### src/rtl/comparator_seq.sv
// Sequential WIDTH-bit magnitude comparator, CHUNK bits per cycle, MSB chunk first.
// Result uses the ALU 4-bit format {0, gt, lt, eq}; cout is always 0.
module comparator_seq #(
  parameter int unsigned WIDTH      = 16,
  parameter int unsigned CHUNK      = 4,
  parameter bit          EARLY_EXIT = 1'b1
) (
  input  logic             clk,
  input  logic             rst,
  input  logic [WIDTH-1:0] num1,
  input  logic [WIDTH-1:0] num2,
  input  logic             sgn,
  input  logic             in_valid,
  output logic             in_ready,
  output logic [3:0]       out,
  output logic             cout,
  output logic             out_valid,
  input  logic             out_ready
);

  localparam int unsigned NCHUNK = WIDTH / CHUNK;
  localparam int unsigned IDX_W  = (NCHUNK > 1) ? $clog2(NCHUNK) : 1;
  localparam logic [WIDTH-1:0] MSB_MASK = WIDTH'(1) << (WIDTH - 1);

  typedef enum logic [1:0] {
    IDLE = 2'd0,
    CMP  = 2'd1,
    DONE = 2'd2
  } state_t;

  state_t           state;
  logic [WIDTH-1:0] a_q;
  logic [WIDTH-1:0] b_q;
  logic [IDX_W-1:0] idx;
  logic             gt;
  logic             lt;

  logic [CHUNK-1:0] a_ch [NCHUNK];
  logic [CHUNK-1:0] b_ch [NCHUNK];
  logic [CHUNK-1:0] chunk_a_c;
  logic [CHUNK-1:0] chunk_b_c;
  logic             chunk_gt_c;
  logic             chunk_lt_c;
  logic             gt_n_c;
  logic             lt_n_c;
  logic             last_c;

  // Split latched operands into chunks and compare the one selected by idx.
  always_comb begin
    for (int i = 0; i < int'(NCHUNK); i++) begin
      a_ch[i] = a_q[i*CHUNK +: CHUNK];
      b_ch[i] = b_q[i*CHUNK +: CHUNK];
    end
    chunk_a_c  = a_ch[idx];
    chunk_b_c  = b_ch[idx];
    chunk_gt_c = chunk_a_c > chunk_b_c;
    chunk_lt_c = chunk_a_c < chunk_b_c;
    // Flags are sticky once the first differing chunk has been seen.
    gt_n_c     = gt | (~(gt | lt) & chunk_gt_c);
    lt_n_c     = lt | (~(gt | lt) & chunk_lt_c);
    last_c     = (EARLY_EXIT && (chunk_gt_c || chunk_lt_c)) || (idx == '0);
  end

  // Control FSM with registered handshake and result outputs.
  always_ff @(posedge clk or posedge rst) begin
    if (rst) begin
      state     <= IDLE;
      in_ready  <= 1'b1;
      out       <= 4'b0000;
      out_valid <= 1'b0;
      cout      <= 1'b0;
      idx       <= '0;
      gt        <= 1'b0;
      lt        <= 1'b0;
      a_q       <= '0;
      b_q       <= '0;
    end else begin
      case (state)
        IDLE: begin
          if (in_valid) begin
            // Flipping both MSBs maps two's-complement order onto unsigned order.
            a_q      <= num1 ^ (sgn ? MSB_MASK : '0);
            b_q      <= num2 ^ (sgn ? MSB_MASK : '0);
            idx      <= IDX_W'(NCHUNK - 1);
            gt       <= 1'b0;
            lt       <= 1'b0;
            in_ready <= 1'b0;
            state    <= CMP;
          end
        end
        CMP: begin
          gt <= gt_n_c;
          lt <= lt_n_c;
          if (last_c) begin
            out       <= {1'b0, gt_n_c, lt_n_c, ~gt_n_c & ~lt_n_c};
            out_valid <= 1'b1;
            state     <= DONE;
          end else begin
            idx <= idx - IDX_W'(1);
          end
        end
        DONE: begin
          if (out_ready) begin
            out_valid <= 1'b0;
            in_ready  <= 1'b1;
            state     <= IDLE;
          end
        end
        default: begin
          state     <= IDLE;
          in_ready  <= 1'b1;
          out_valid <= 1'b0;
        end
      endcase
    end
  end

endmodule

### config.mk
export PLATFORM = sky130hd
export DESIGN_NAME = comparator_seq
export DESIGN_NICKNAME = d
export VERILOG_FILES = /design/src/rtl/comparator_seq.sv
export SDC_FILE = /design/constraint.sdc
export NUM_CORES = 1
export LEC_CHECK = 0
export BUFFER_PORTS_ARGS = -buffer_cell sky130_fd_sc_hd__buf_4
export CORE_MARGIN = 2
export CORE_UTILIZATION = 45
export CTS_CLUSTER_DIAMETER = 150
export DETAILED_ROUTE_END_ITERATION = 16
export MAX_ROUTING_LAYER = met4
export PLACE_DENSITY = 0.71
export SLEW_MARGIN = 0
export SYNTH_ARGS = -nofsm -noshare
export SYNTH_HDL_FRONTEND = slang
export SYNTH_SLANG_ARGS = --single-unit
### constraint.sdc
create_clock -name clk -period 2.7 [get_ports clk]
set_input_delay 0.135 -clock clk [delete_from_list [all_inputs] [get_ports clk]]
set_output_delay 0.135 -clock clk [all_outputs]
set_load 0.01 [all_outputs]
### Word-level counts from Yosys, hierarchy flattened

Index checks and enable logic that the tools add are counted.
Widths: inputs -> output; s select.

| storage, ports and cells | value |
|---|---|
| flip-flop bits (word level) | 43 |
| input bits | 37 |
| output and inout bits | 7 |
| word-level logic and storage cells | 67 |

| cells by class | value |
|---|---|
| add/subtract/negate cells | 1 |
| $lt $le $gt $ge | 3 |
| equality and inequality tests | 6 |
| multiplexer cells | 22 |
| bitwise operators | 14 |
| reduce and logical (&&, ||, !) cells | 12 |

Operator list:

| operator | count |
|---|---|
| $xor 16x16->16 | 2 |
| $bmux 4 s2 | 2 |
| $mux 16 | 1 |
| $mux 4 | 4 |
| $reduce_and 3->1 | 4 |
| $mux 2 | 5 |
| $ne 2x2->1 const B | 4 |
| $pmux 1 s3 | 2 |
| $pmux 2 s3 | 1 |
| $reduce_and 2->1 | 3 |
| $not 1->1 | 5 |
| $gt 4x4->1 | 1 |
| $logic_not 2->1 | 2 |
| $lt 4x4->1 | 1 |
| $mux 1 | 4 |
| $pmux 1 s2 | 2 |
| $pmux 2 s2 | 1 |
| $and 1x1->1 | 3 |
| $ge 3x3->1 const B | 1 |
| $not 2->3 | 1 |
| $or 1x1->1 | 3 |
| $eq 2x1->1 const B | 1 |
| $eq 2x2->1 const B | 1 |
| $logic_or 1x1->1 | 2 |
| other kinds (2) | 2 |

### Longest topological paths before layout

| logic depth | value |
|---|---|
| depth after elaboration | 9 |
| depth in mapped cells | 8 |
| mapped depth without buffers | 7 |

### Worst setup path before layout

OpenSTA, ideal clock, no wires.

| path | value |
|---|---|
| path kind | register to register |
| start point | register idx[1] |
| end point | register out[1] |
| library setup time | 0.124 ns |
| data arrival time | 2.413 ns |
| required time | 2.576 ns |
| setup slack | 0.163 ns |
| cell stages (with the launch flop) | 8 |
| path buffers | 1 |
| clock period less this slack | 2.537 ns |
| cells stage by stage | dfrtp_1 -> clkbuf_1 -> mux4_2 -> ha_1 -> nand4_1 -> a311oi_4 -> nor2_2 -> a211o_1 |

| between the ends | value |
|---|---|
| cells in the longest elaborated chain, start to end | 8 |
| elaborated cells on any way between the ends | 15 |
| classes of those cells | order compare: 2; mux: 6; bitwise: 3; reduce/logical: 4 |

RTL lines:

| what | RTL line | text |
|---|---|---|
| from (decl) | 34 | `logic [IDX_W-1:0] idx;` |
| from (signal assigned) | 84 | `idx <= IDX_W'(NCHUNK - 1);` |
| from (signal assigned) | 99 | `idx <= idx - IDX_W'(1);` |
| $not 2->3 (not written as such) | 54, 55 |  |
| $bmux 4 s2, on equally long branches | 54, 55 |  |
| $mux 4, on equally long branches (2 in a row) | 54, 55 |  |
| $gt 4x4->1 or $lt 4x4->1 (tied branches) | 56, 57 |  |
| $logic_or 1x1->1 (2 in a row) | 61 | `last_c = (EARLY_EXIT && (chunk_gt_c \|\| chunk_lt_c)) \|\| (idx == '0);` |
| $reduce_and 2->1 (no line) | -- |  |
| to (signal assigned) | 95 | `out <= {1'b0, gt_n_c, lt_n_c, ~gt_n_c & ~lt_n_c};` |
| to (decl) | 15 | `output logic [3:0] out,` |

Parallel ways exist; a longest one is shown, timed or not. The select of a mux whose other input is x is not followed.
A chain may end at the register's enable or synchronous reset.

### Worst setup path in the final report

| path | value |
|---|---|
| start point | register idx[0] |
| end point | register out[1] |

The elaborated chain is that of the path after synthesis.

==> results_dict.tcl <==
set metrics [dict create \
    synth_seq_cells 43 \
    fillers 394 \
    ios 44 \
    fp.dieArea_mm2 0.00508 \
    dpl_worst_slack_ns 0.168 \
    drcViolationCount 0 \
    period_needed_ns 2.56 \
    wirelength_um 4050 \
    drive_gt1_share_pct 25.6 \
    worst-path-max-fanout 7 \
    rrSetupSlack_ns 0.14 \
    powerDensity_mw_per_mm2 1060 \
    setup_tns_ns 0 \
    nets 299 \
    die_w_um 71.3 \
    first_pass_iters 4 \
    grt_pass1_vias 1504 \
    die_h_um 71.3 \
    hold_ws_ns 0.0284 \
    seq_area_frac_synth_pct 52.9 \
    setup_viol 0 \
    grt_usage_pct 17.3 \
    rsz0062_at_grt "no" \
    row_count 24 \
    reg2reg_depth 7 \
    dr.first_iter.drc_count 91 \
    grt_max_degree 29 \
    cts_resized 0 \
    p_leak_nw 1.34 \
    required_ns 2.88 \
    cts_buffers 5 \
    synthToLayoutAreaGrowth_pct 24.2 \
    cp-end-kind "flip-flop" \
    max_cap_violations 0 \
    startpoint_type "flip-flop" \
    slew_viol_final 0 \
    ant_nets 0 \
    ys_types 32 \
    cts_buffer_depth 2 \
    skew_ns 0.00574 \
    fin_crit_sh_pct 95.0 \
    status "complete, no violations" \
    hold_depth 3 \
    syn_avg_cell_area_um2 9.65 \
    htree_levels 2 \
    fp.coreArea_mm2 0.00435 \
    avgRoutedWirePerCell_um 13.1 \
    worst_path_max_delay_cell "mux4_2" \
    netlist_instances 211 \
    worstHoldPathType "in2reg" \
    cts_root_buf "clkbuf_8" \
    antenna_cells 0 \
    clk_pin_slew_ns 0.08 \
    max-slew-margin-rel_pct 45.8 \
    path_class "reg2reg" \
    clock_latency_ns 0.29 \
    cts_tree "done" \
    grt_overflow 0 \
    hold_viol 0 \
    viasPerCell 5.02 \
    critPathArrivalTime_ns 2.74 \
    worst_pin_slew_ns 0.812 \
    yosysWarnings 1 \
    irDropWorstVdd_v 0.000472 \
    critPathMaxStageDelay_ns 0.53 \
    finalWorstSetupSlack_ns 0.135 \
    final_common_cell "nand2_1" \
    io_buffers 41 \
    syn_area_mm2 0.00204 \
    dp_hpwl_um 2930 \
    cts.sinks 43 \
    most-common-layout-cells "nand2_1, buf_4, dfrtp_1, inv_1, mux4_2" \
    crit_path_cell_trace "buf_4, mux4_2, ha_1, or2b_1, a311oi_4, nor2_2, a211o_1" \
    design_power_total_mw 2.69 \
    num_vias 1556 \
    start_util_pct 46.8 \
    grt_pass1_wl_um 6660 \
    gp_congestion 0.782 \
    antenna_found_initial 0 \
    max_freq_mhz 390 \
]
[report_power, final]
part | switching [mW] | internal (mW)
registers | 0.185 | 0.942
clock network | 0.207 | 0.233
logic | 0.594 | 0.526
total | 0.986 | 1.70
[path summary, 6_finish.rpt]
| kind | start | end |
|---|---|---|
| min | num2[13] | b_q[13]$_DFFE_PP0P_ |
| max in group asynchronous | rst | a_q[2]$_DFFE_PP0P_ |
| min in group asynchronous | rst | state[0]$_DFFE_PP0P_ |
| max | idx[0]$_DFFE_PP0P_ | out[1]$_DFFE_PP0P_ |
| min reg2reg | a_q[8]$_DFFE_PP0P_ | a_q[8]$_DFFE_PP0P_ |
| max reg2reg | idx[0]$_DFFE_PP0P_ | out[1]$_DFFE_PP0P_ |
[through the flow]
| step | area [um2] | utilization, % | instances |
|---|---|---|---|
| 2_1_floorplan | 2040 | - | 212 |
| 3_3_place_gp | 2420 | 55.5 | 301 |
| 3_5_place_dp | 2420 | 55.5 | 301 |
| 4_1_cts | 2530 | 58.0 | 310 |
| 5_1_grt | 2530 | 58.0 | 310 |
| 6_report | 2530 | 58.0 | 310 |
[critical path, delay by kind of cell (launching register included)]
kind / cells / cell delay (ns)
AOI/OAI and AO/OA: 2 / 0.73
adders and majority gates: 1 / 0.31
buffers and inverters: 1 / 0.15
DFF: 1 / 0.35
muxes: 1 / 0.53
and+or+nand+nor: 2 / 0.38
[cell families (layout without fill, tap and decap cells)]
| logic type | after synthesis | in the layout | share of synthesized area, % |
|---|---|---|---|
| flip-flops | 43 | 43 | 52.9 |
| AO/OA/AOI/OAI | 21 | 21 | 7.56 |
| adder cells (fa/ha/maj) | 5 | 5 | 3.07 |
| XOR/XNOR | 2 | 2 | 0.861 |
| other | 1 | 2 | 0.184 |
| multiplexers | 9 | 9 | 9.34 |
| AND/OR/NAND/NOR | 111 | 111 | 22.1 |
| buffers and inverters | 19 | 65 | 3.93 |
[sequential cells by signal (all words and copies together) (netlist names)]
signal,count
a_q,16
b_q,16
out,3
gt,1
state,2
lt,1
idx,2
out_valid,1
in_ready,1
[repair_timing]
action,in CTS,in global routing
endpoints found under the hold margin,14,0
buffers inserted,0,0
hold buffers,1,0
[routing by layer]
layer	wire, um	share of wire (%)	GRT usage [%]
met5	0	0	-
met4	57	1.4	6.71
met3	226	5.6	3.80
met2	1830	45	25.8
met1	1940	48	23.2
[cell type report]
cell class / instances / area (um2) / share of cell area [%]
Clock buffer: 8 / 100 / 3.96
Inverter: 9 / 33.8 / 1.34
Multi-Input combinational cell: 150 / 888 / 35.1
Sequential cell: 43 / 1080 / 42.6
Tap cell: 52 / 65.1 / 2.57
Timing Repair Buffer: 48 / 363 / 14.4
[cells in the mapped netlist]
cell       count  share of area, %
a21oi_1        5               1.2
mux4_2         8               8.9
dfstp_2        1               1.3
a2bb2oi_1      1              0.43
nor2b_1        2              0.61
and3_1         1              0.31
inv_1          9               1.7
o31ai_1        1              0.37
nand4_1        1              0.31
nor3_1         2              0.49
dfrtp_1       42                52
a31oi_1        1              0.31
conb_1         1              0.18
xnor2_1        2              0.86
nor4_1         1              0.31
o21a_1         2              0.74
a21o_1         3               1.1
o21ai_0        5               1.2
ha_1           5               3.1
a311oi_4       1               1.3
mux2i_1        1              0.49
nor2_1         5              0.92
clkbuf_1       7               1.3
buf_2          1              0.25
nor2_2         1              0.31
nor3b_2        1              0.61
nand3b_1       1              0.37
buf_4          2              0.74
o22a_1         1              0.43
nand2_1       95                18
or2b_1         1              0.37
a211o_1        1              0.43
(Power assumes the default switching activity.)
